**src/rtl/timer0_peripheral_pkg.sv**
```systemverilog
// Shared TMR0/OPTION_REG register map, OPTION_REG bit positions and decode helpers.
// latency: n/a (constants and pure functions only)
// backpressure: n/a
package timer0_peripheral_pkg;

    localparam logic [8:0] TMR0_ADDR_B0   = 9'h001;
    localparam logic [8:0] TMR0_ADDR_B1   = 9'h101;
    localparam logic [8:0] OPTION_ADDR_B0 = 9'h081;
    localparam logic [8:0] OPTION_ADDR_B1 = 9'h181;

    localparam int OPT_NRBPU  = 7;
    localparam int OPT_INTEDG = 6;
    localparam int OPT_T0CS   = 5;
    localparam int OPT_T0SE   = 4;
    localparam int OPT_PSA    = 3;
    localparam int OPT_PS_MSB = 2;
    localparam int OPT_PS_LSB = 0;

    localparam logic [7:0] OPTION_RST   = 8'hFF;
    localparam logic [1:0] INHIBIT_LOAD = 2'd2;

    typedef enum logic [1:0] {
        REG_NONE,
        REG_TMR0,
        REG_OPTION
    } reg_sel_e;

    function automatic reg_sel_e decode_addr(input logic [8:0] a);
        case (a)
            TMR0_ADDR_B0, TMR0_ADDR_B1:     return REG_TMR0;
            OPTION_ADDR_B0, OPTION_ADDR_B1: return REG_OPTION;
            default:                        return REG_NONE;
        endcase
    endfunction

    // Terminal prescaler count 2^(ps+1)-1: ps=0 -> 1 (div 2), ps=7 -> 255 (div 256).
    function automatic logic [7:0] ps_terminal(input logic [2:0] ps);
        return 8'hFF >> (3'd7 - ps);
    endfunction

endpackage

```
**src/rtl/timer0_peripheral_if.sv**
```systemverilog
// Core-side register-file bus for the timer0 peripheral.
// latency: reads combinational, writes land on the wr_en edge
// backpressure: none, the peripheral accepts every access
interface timer0_peripheral_if;
    logic [8:0] addr;
    logic [7:0] data_in;
    logic       wr_en;
    logic [7:0] data_out;
    logic       sel;

    modport master (output addr, output data_in, output wr_en, input data_out, input sel);
    modport slave  (input addr, input data_in, input wr_en, output data_out, output sel);
endinterface

```
**src/rtl/t0cki_edge_sync.sv**
```systemverilog
// Synchronizes the T0CKI pin and detects the selected edge.
// latency: transition sampled at edge k raises evt after edge k+1, for one clk
// backpressure: none; pulses shorter than 2 clk may be lost
module t0cki_edge_sync (
    input  logic clk,
    input  logic rst,
    input  logic t0cki,
    input  logic edge_sel,
    output logic evt
);
    logic s1, s2, s3;

    always_ff @(posedge clk or negedge rst) begin
        if (!rst) begin
            s1 <= 1'b0;
            s2 <= 1'b0;
            s3 <= 1'b0;
        end else begin
            s1 <= t0cki;
            s2 <= s1;
            s3 <= s2;
        end
    end

    // edge_sel=0 counts rising edges, edge_sel=1 falling edges
    assign evt = edge_sel ? (~s2 & s3) : (s2 & ~s3);
endmodule

```
**src/rtl/timer0_peripheral.sv**
```systemverilog
// TMR0 + OPTION_REG with 8-bit prescaler and internal/T0CKI source.
// latency: reads combinational; internal increment at inst_tick edge, T0CKI 3 clk
// backpressure: none; register writes always accepted, events never stalled
module timer0_peripheral
    import timer0_peripheral_pkg::*;
(
    input  logic                 clk,
    input  logic                 rst,
    timer0_peripheral_if.slave   bus,
    input  logic                 inst_tick,
    input  logic                 t0cki,
    output logic                 t0if_set,
    output logic [7:0]           option_out
);
    logic [7:0] tmr0;
    logic [7:0] option_reg;
    logic [7:0] presc;
    logic [7:0] presc_nxt;
    logic [1:0] inhibit;
    logic       ext_evt;
    logic       evt;
    logic       tmr0_inc;
    logic       inhibited;
    logic       wr_tmr0;
    logic       wr_opt;
    reg_sel_e   hit;

    assign hit       = decode_addr(bus.addr);
    assign wr_tmr0   = bus.wr_en && (hit == REG_TMR0);
    assign wr_opt    = bus.wr_en && (hit == REG_OPTION);
    assign inhibited = (inhibit != 2'd0);
    assign option_out = option_reg;

    t0cki_edge_sync u_sync (
        .clk      (clk),
        .rst      (rst),
        .t0cki    (t0cki),
        .edge_sel (option_reg[OPT_T0SE]),
        .evt      (ext_evt)
    );

    assign evt = option_reg[OPT_T0CS] ? ext_evt : inst_tick;

    always_comb begin
        bus.data_out = 8'h00;
        bus.sel      = 1'b0;
        case (hit)
            REG_TMR0: begin
                bus.data_out = tmr0;
                bus.sel      = 1'b1;
            end
            REG_OPTION: begin
                bus.data_out = option_reg;
                bus.sel      = 1'b1;
            end
            default: ;
        endcase
    end

    // Events are qualified by the OPTION_REG value from before any same-cycle write.
    always_comb begin
        tmr0_inc  = 1'b0;
        presc_nxt = presc;
        if (inhibited || option_reg[OPT_PSA]) begin
            presc_nxt = 8'h00;
            tmr0_inc  = evt && !inhibited;
        end else if (evt) begin
            if (presc == ps_terminal(option_reg[OPT_PS_MSB:OPT_PS_LSB])) begin
                presc_nxt = 8'h00;
                tmr0_inc  = 1'b1;
            end else begin
                presc_nxt = presc + 8'd1;
            end
        end
    end

    always_ff @(posedge clk or negedge rst) begin
        if (!rst) begin
            tmr0       <= 8'h00;
            option_reg <= OPTION_RST;
            presc      <= 8'h00;
            inhibit    <= 2'd0;
            t0if_set   <= 1'b0;
        end else begin
            t0if_set <= 1'b0;
            if (inst_tick && inhibited)
                inhibit <= inhibit - 2'd1;
            if (wr_tmr0) begin
                tmr0    <= bus.data_in;
                presc   <= 8'h00;
                inhibit <= INHIBIT_LOAD;
            end else begin
                if (tmr0_inc) begin
                    tmr0     <= tmr0 + 8'd1;
                    t0if_set <= (tmr0 == 8'hFF);
                end
                presc <= presc_nxt;
                if (wr_opt) begin
                    option_reg <= bus.data_in;
                    if (bus.data_in[OPT_PSA] != option_reg[OPT_PSA])
                        presc <= 8'h00;
                end
            end
        end
    end
endmodule

```
**src/flat_wrapper.sv**
```systemverilog
// flat-port wrapper written by rule: the top's interface ports become plain ports
module timer0_peripheral_flat import timer0_peripheral_pkg::*;
  (clk, rst, inst_tick, t0cki, t0if_set, option_out, bus_addr, bus_data_in, bus_wr_en, bus_data_out, bus_sel);
  timer0_peripheral_if bus_i ();
  input  logic clk;
  input  logic rst;
  input  logic inst_tick;
  input  logic t0cki;
  output logic t0if_set;
  output logic [7:0] option_out;
  input wire logic [$bits(bus_i.addr)-1:0] bus_addr;
  input wire logic [$bits(bus_i.data_in)-1:0] bus_data_in;
  input wire logic [$bits(bus_i.wr_en)-1:0] bus_wr_en;
  output wire logic [$bits(bus_i.data_out)-1:0] bus_data_out;
  output wire logic [$bits(bus_i.sel)-1:0] bus_sel;
  assign bus_i.addr = bus_addr;
  assign bus_i.data_in = bus_data_in;
  assign bus_i.wr_en = bus_wr_en;
  assign bus_data_out = bus_i.data_out;
  assign bus_sel = bus_i.sel;
  timer0_peripheral u_core (.clk(clk), .rst(rst), .bus(bus_i), .inst_tick(inst_tick), .t0cki(t0cki), .t0if_set(t0if_set), .option_out(option_out));
endmodule
```
**config.mk**
```make
export PLATFORM = sky130hd
export DESIGN_NAME = timer0_peripheral_flat
export DESIGN_NICKNAME = d
export VERILOG_FILES = /design/src/rtl/timer0_peripheral_pkg.sv /design/src/rtl/timer0_peripheral_if.sv /design/src/rtl/t0cki_edge_sync.sv /design/src/rtl/timer0_peripheral.sv /design/src/flat_wrapper.sv
export SDC_FILE = /design/constraint.sdc
export NUM_CORES = 1
export LEC_CHECK = 0
export BUFFER_PORTS_ARGS = -buffer_cell sky130_fd_sc_hd__buf_2
export CORE_UTILIZATION = 53
export CTS_BUF_LIST = sky130_fd_sc_hd__clkbuf_8
export DETAILED_ROUTE_END_ITERATION = 12
export PLACE_DENSITY = 0.86
export REMOVE_ABC_BUFFERS = 1
export SYNTH_ARGS = -nofsm -noshare
export SYNTH_HDL_FRONTEND = slang
export SYNTH_HIERARCHICAL = 1
export SYNTH_SLANG_ARGS = --single-unit
export TNS_END_PERCENT = 30
```
**constraint.sdc**
```tcl
create_clock -name clk -period 4.4 [get_ports clk]
set_clock_uncertainty 0.1 [all_clocks]
set_input_delay 0.44 -clock clk [delete_from_list [all_inputs] [get_ports clk]]
set_output_delay 0.44 -clock clk [all_outputs]
set_load 0.02 [all_outputs]
```
==> results.ini, run 1 <==
[flow_run]
maxCapViolations = 0

[worst_setup_path]
crit_fanout = 16
worstPathArrival_ns = 2.69
crit_path_start_kind = flip-flop
critPathLaunch = u_core/option_out[1]
r2r-start = u_core/option_out[1]
cp_top_family = simple AND/OR/NAND/NOR gates
worstSetupEndpointType = flip-flop
max_stage_delay_ns = 0.63
path_class = reg2reg
required_ns = 4.52
crit_path_cell_trace = nor2_1 > or4b_1 > a32oi_2 > a21oi_2 > or4_1 > nand3_1
path_buf_inv = 0
cp_slowest_cell = dfstp_2

[yosys]
synth-adder-area-share_pct = 3.55
synth_xor_area_share_pct = 4.48
ys_ff_latch = 30
synth_edf_count = 0
synth_area_um2 = 1760
synth_simple_gate_area_share_pct = 25.5
synth_flop_cell = dfrtp_1
synth.distinct_cells = 39
synthCells = 189
synth_mux_area_share_pct = 6.33
yosysWarnings = 6
syn_avg_cell_area_um2 = 9.31
synth_compound_area_share_pct = 13.1
synthArstFlopShare_pct = 100
ys_seq_area_share_pct = 43.2
synth_top_family_by_area = simple AND/OR/NAND/NOR gates

[die]
die_y_um = 59.6
core_um2 = 3100
die_x_um = 59.6
dieArea_um2 = 3560
rows = 20
io_pins = 40
initial_utilization_pct = 56.7

[clocking]
cts_setup_buffers = 0
htreeDepth = 2
clkSlewWorstSetupHoldPaths_ns = 0.06
postCtsHoldBufs = 0
numCtsBuffers = 5
cts_tree = built
root_buffer = clkbuf_8
cts_resized = 0
cts_sinks = 30
clock_path_buffers = 2
clk_latency_ns = 0.28

[finish]
diodes = 0
stdcell_area_um2 = 2090
final_cell_mix = buf_2, dfrtp_1, nand2_1, nor2_1, nand3_1
n_fill_cell = 264
drive_gt1_share_pct = 28.8
final_common_cell = buf_2
seq_area_um2 = 761
fin_nets = 252
syn2layout_area_growth_pct = 18.5
multi_input_area_um2 = 933

[worst_hold_path]
hp-class = in2async

[global_route]
grt_pass1_wl_mm = 6.18
grt_overflow = 0
grt.total_usage_pct = 24.0
antenna_found_initial = 0
grt_pass1_vias = 1372
grt_max_degree = 31

[power_and_ir_drop]
p_per_area_nw_per_um2 = 393
p_comb_share_pct = 22.6
finalPower_mw = 0.821
clockPowerShare_pct = 34.4
leakage_nw = 0.968
p_sw_share_pct = 29.9
ir_drop_uv = 236
power.internal_mw = 0.576
switchingPower_mw = 0.245
sequentialPowerShare_pct = 43.0

[placed_design]
finalWeightedCongestion = 0.821
hpwl_mm = 2.71
io_buffer_count = 38
placed_area_um2 = 1970

[sta]
hold_ws_ns = 0.0910
tightestPinTransition_ns = 0.672
max_freq_mhz = 389
grt_setup_unrepaired = false
finalSetupViolCount = 0
fin_crit_ns = 2.57
maxSlewHeadroom_pct = 55.2
period_share_pct = 58.4
finalHoldViolations = 0
slew_violations = 0
finalSetupTns_ns = 0

[route]
wirelength_mm = 3.86
drt_iter0_drc = 77
postRouteAntennaNets = 0
num_vias = 1589
drc = 0
routedWlPerCell_um = 14.3
drtPass1Iterations = 4
viasPerCell = 5.89

[status]
outcome = finished, final reports clean

==> Yosys cell counts, types with 5 or more instances <==
master | number | share of area [%]
dfrtp_1 | 22 | 31
nand2_1 | 21 | 4.5
nor2_1 | 21 | 4.5
nand3_1 | 12 | 3.4
a22oi_1 | 9 | 3.8
mux2_2 | 9 | 5.8
dfstp_2 | 8 | 12
inv_1 | 8 | 1.7
clkbuf_1 | 7 | 1.5
a21oi_1 | 5 | 1.4
and3_1 | 5 | 1.8
ha_1 | 5 | 3.6
xor2_1 | 5 | 2.5
==> state kept, by name (all words and copies together), names as in the netlist <==
register and count:
u_core/presc 8, u_core/tmr0 8, u_core/u_sync/s2 1, u_core/inhibit 2, u_core/u_sync/s3 1, u_core/option_out 8, u_core/t0if_set 1, u_core/u_sync/s1 1
==> metal layers <==
metal | share of wire (%) | track usage, % | up-vias
met5 | 0 | 0 | -
met4 | 1.7 | 9.63 | 0
met3 | 5.2 | 6.99 | 7
met2 | 48 | 36.4 | 50
met1 | 45 | 32.2 | 772
li1 | - | - | 760
==> cell type report <==
class,instances,share of cell area [%]
clock buffer,6,3.96
sequential,30,36.5
timing repair buffer,38,9.12
tap,44,2.64
multi-input combinational,142,44.8
inverter,8,1.44
clock inverter,2,1.62
==> cell families (layout without fill, tap and decap cells) <==
family,after synthesis,count (layout)
AOI/OAI and AO/OA,30,30
muxes,10,10
buffers and inverters,17,54
xor gates and xnor gates,9,9
DFF,30,30
adders and majority gates,5,5
and+or+nand+nor,88,88
==> per-stage QoR <==
stage / utilization [%] / setup WS, ns / std cells
CTS: 67.2 / 1.85 / 270
finish: 67.2 / 1.83 / 270
global route: 67.2 / 1.71 / 270
detailed placement: 63.5 / 1.69 / 262
floorplan: - / 2.04 / 180
global placement: 63.5 / 1.73 / 262
==> power by group through the flow <==
stage	combinational [mW]	clock (mW)	sequential, mW
final	0.185	0.282	0.353
after global routing	0.211	0.298	0.360
after CTS	0.186	0.288	0.352
after detailed placement	0.183	0	0.356
after global placement	0.175	0	0.355
after floorplan	0.131	0	0.352
==> final timing paths <==
check,end,slack (ns),cells past startpoint
min in group clk,u_core/u_sync/s1,0.16,1
min reg2reg,u_core/u_sync/s2,0.25,0
min,u_core/presc[2],0.09,1
max in group asynchronous,u_core/presc[0],3.67,1
max,u_core/tmr0[4],1.83,6
max reg2reg,u_core/tmr0[4],1.83,6
==> worst reg2reg max path, cell delays in order, from the launching register on <==
cell	delay [ns]
dfstp_2	0.63
nor2_1	0.07
or4b_1	0.48
a32oi_2	0.32
a21oi_2	0.24
or4_1	0.57
nand3_1	0.09
(Power assumes the default switching activity.)
==> inputs of run 2 (changes only) <==
- CORE_UTILIZATION: 53 -> 50
- PLACE_DENSITY: 0.86 -> 0.85
- clock period: 4.4 -> 2.1 ns (I/O delays scaled with it)
==> run 2 against run 1 <==
Against the previous run:
- via count up 11%
- design area up 15%
- routed wire length up 26%
- largest cell class unchanged
- non-clock buffer count up 27
- the flow now finishes with violations (setup timing)
==> results.ini, run 2 (synthesis results as in run 1) <==
[worst_hold_path]
min_path_cells = 3
hp-class = in2reg

[placed_design]
finalWeightedCongestion = 0.901
hpwl_mm = 3.25
io_buffer_count = 38

[power_and_ir_drop]
finalPower_mw = 1.74
ir_drop_uv = 627
leakage_nw = 1.12
switchingPower_mw = 0.591
p_sw_share_pct = 34.0
power.internal_mw = 1.15
p_comb_share_pct = 30.4
sequentialPowerShare_pct = 42.4
p_per_area_nw_per_um2 = 725
clockPowerShare_pct = 27.3

[status]
violations = setup timing
outcome = finished with violations

[sta]
fin_ws_ns = -0.161
max_freq_mhz = 442
fin_crit_ns = 2.26
hold_ws_ns = 0.0437
finalSetupTns_ns = -0.853
grt_setup_unrepaired = true
period_share_pct = 108
finalHoldViolations = 0
finalSetupViolCount = 7
slew_violations = 0
tightestPinTransition_ns = 0.689
maxSlewHeadroom_pct = 54.0

[worst_setup_path]
required_ns = 2.23
rr_worst_depth = 6
worstPathArrival_ns = 2.39
path_class = reg2reg
worstSetupEndpointType = flip-flop
crit_path_start_kind = flip-flop
crit_fanout = 5

[clocking]
cts_sinks = 30
clk_latency_ns = 0.28
cts_tree = built
numCtsBuffers = 5
clock_path_buffers = 2
htreeDepth = 2
root_buffer = clkbuf_8
clkSlewWorstSetupHoldPaths_ns = 0.07

[finish]
drive_gt1_share_pct = 40.9
final_common_cell = buf_2
n_fill_cell = 261
final_util_pct = 71.3
diodes = 0
fin_nets = 280
final_cell_mix = buf_2, buf_4, dfrtp_1
syn2layout_area_growth_pct = 36.2

[global_route]
grt_pass1_wl_mm = 7.18
grt_max_degree = 31
antenna_found_initial = 0
grt.total_usage_pct = 26.5
grt_overflow = 0
grt_pass1_vias = 1641

[die]
core_um2 = 3360
io_pins = 40
rows = 21
initial_utilization_pct = 52.3
die_y_um = 61.3
die_x_um = 61.3
dieArea_um2 = 3760

[flow_run]
maxCapViolations = 0

[route]
num_vias = 1760
routedWlPerCell_um = 16.3
drc = 0
viasPerCell = 5.87
postRouteAntennaNets = 0
drtPass1Iterations = 5
drt_iter0_drc = 157
wirelength_mm = 4.88

[run 2: cell types whose count changed in the layout (fill, tap and decap cells not counted), sizes merged]
cell / before / now
a21oi: 6 / 7
buf: 38 / 63
bufinv: 1 / 0
clkinv: 0 / 1
dlygate4sd3: 0 / 2
[run 2: routing by layer]
metal	vias to the layer above	part of all wire (%)	track usage, %
met5	-	0	0
met4	0	2.3	13.0
met3	13	6.7	7.35
met2	88	49	39.9
met1	846	42	35.2
li1	813	-	-
[run 2: path summary, 6_finish.rpt]
| check | slack, ns | endpoint | start |
|---|---|---|---|
| setup / recovery | -0.16 | u_core/tmr0[7] | u_core/option_out[1] |
| hold / removal | 0.04 | u_core/tmr0[7] | bus_data_in[7] |
| setup reg to reg | -0.16 | u_core/tmr0[7] | u_core/option_out[1] |
| hold reg to reg | 0.25 | u_core/u_sync/s2 | u_core/u_sync/s1 |
| max in group asynchronous | 1.05 | u_core/u_sync/s2 | rst |
| min in group asynchronous | 0.40 | u_core/presc[7] | rst |
[run 2: worst max-delay path, stage by stage, from the launching register on]
cell and delay [ns]:
dfstp_2 0.54, nor2_2 0.04, or4b_4 0.49, a32oi_4 0.28, a21oi_4 0.12, or4_1 0.54
nand3_1 0.10
[run 2: power groups by stage]
stage               registers, mW  clock network (mW)  logic, mW
CTS                         0.728               0.481      0.492
floorplan                   0.737                   0      0.275
finish                      0.737               0.474      0.528
global route                0.743               0.512      0.572
global placement            0.733                   0      0.428
detailed placement          0.738                   0      0.450
[run 2: layout make-up]
cell class / count / area (µm²) / share of cell area (%)
Clock buffer: 6 / 82.6 / 3.44
Clock inverter: 2 / 8.76 / 0.365
Sequential cell: 30 / 761 / 31.7
Multi-Input combinational cell: 143 / 1060 / 44.0
Tap cell: 46 / 57.6 / 2.40
Inverter: 8 / 30.0 / 1.25
Timing Repair Buffer: 65 / 402 / 16.8
[run 2: metrics by stage]
stage / instances / setup slack, ns / cell area [µm²]
global route: 300 / -0.206 / 2400
global placement: 287 / -0.123 / 2140
detailed placement: 287 / -0.165 / 2140
floorplan: 180 / -0.264 / 1720
finish: 300 / -0.161 / 2400
CTS: 299 / -0.129 / 2310
[run 2: timing repair]
item / in CTS / in global routing
resized for setup: 6 / 15
hold endpoints to repair: 23 / 0
endpoints found under the setup margin: 8 / 18
setup buffers: 1 / 1
hold buffers: 2 / 0
gates cloned: 1 / 0
pin swaps: 4 / 3
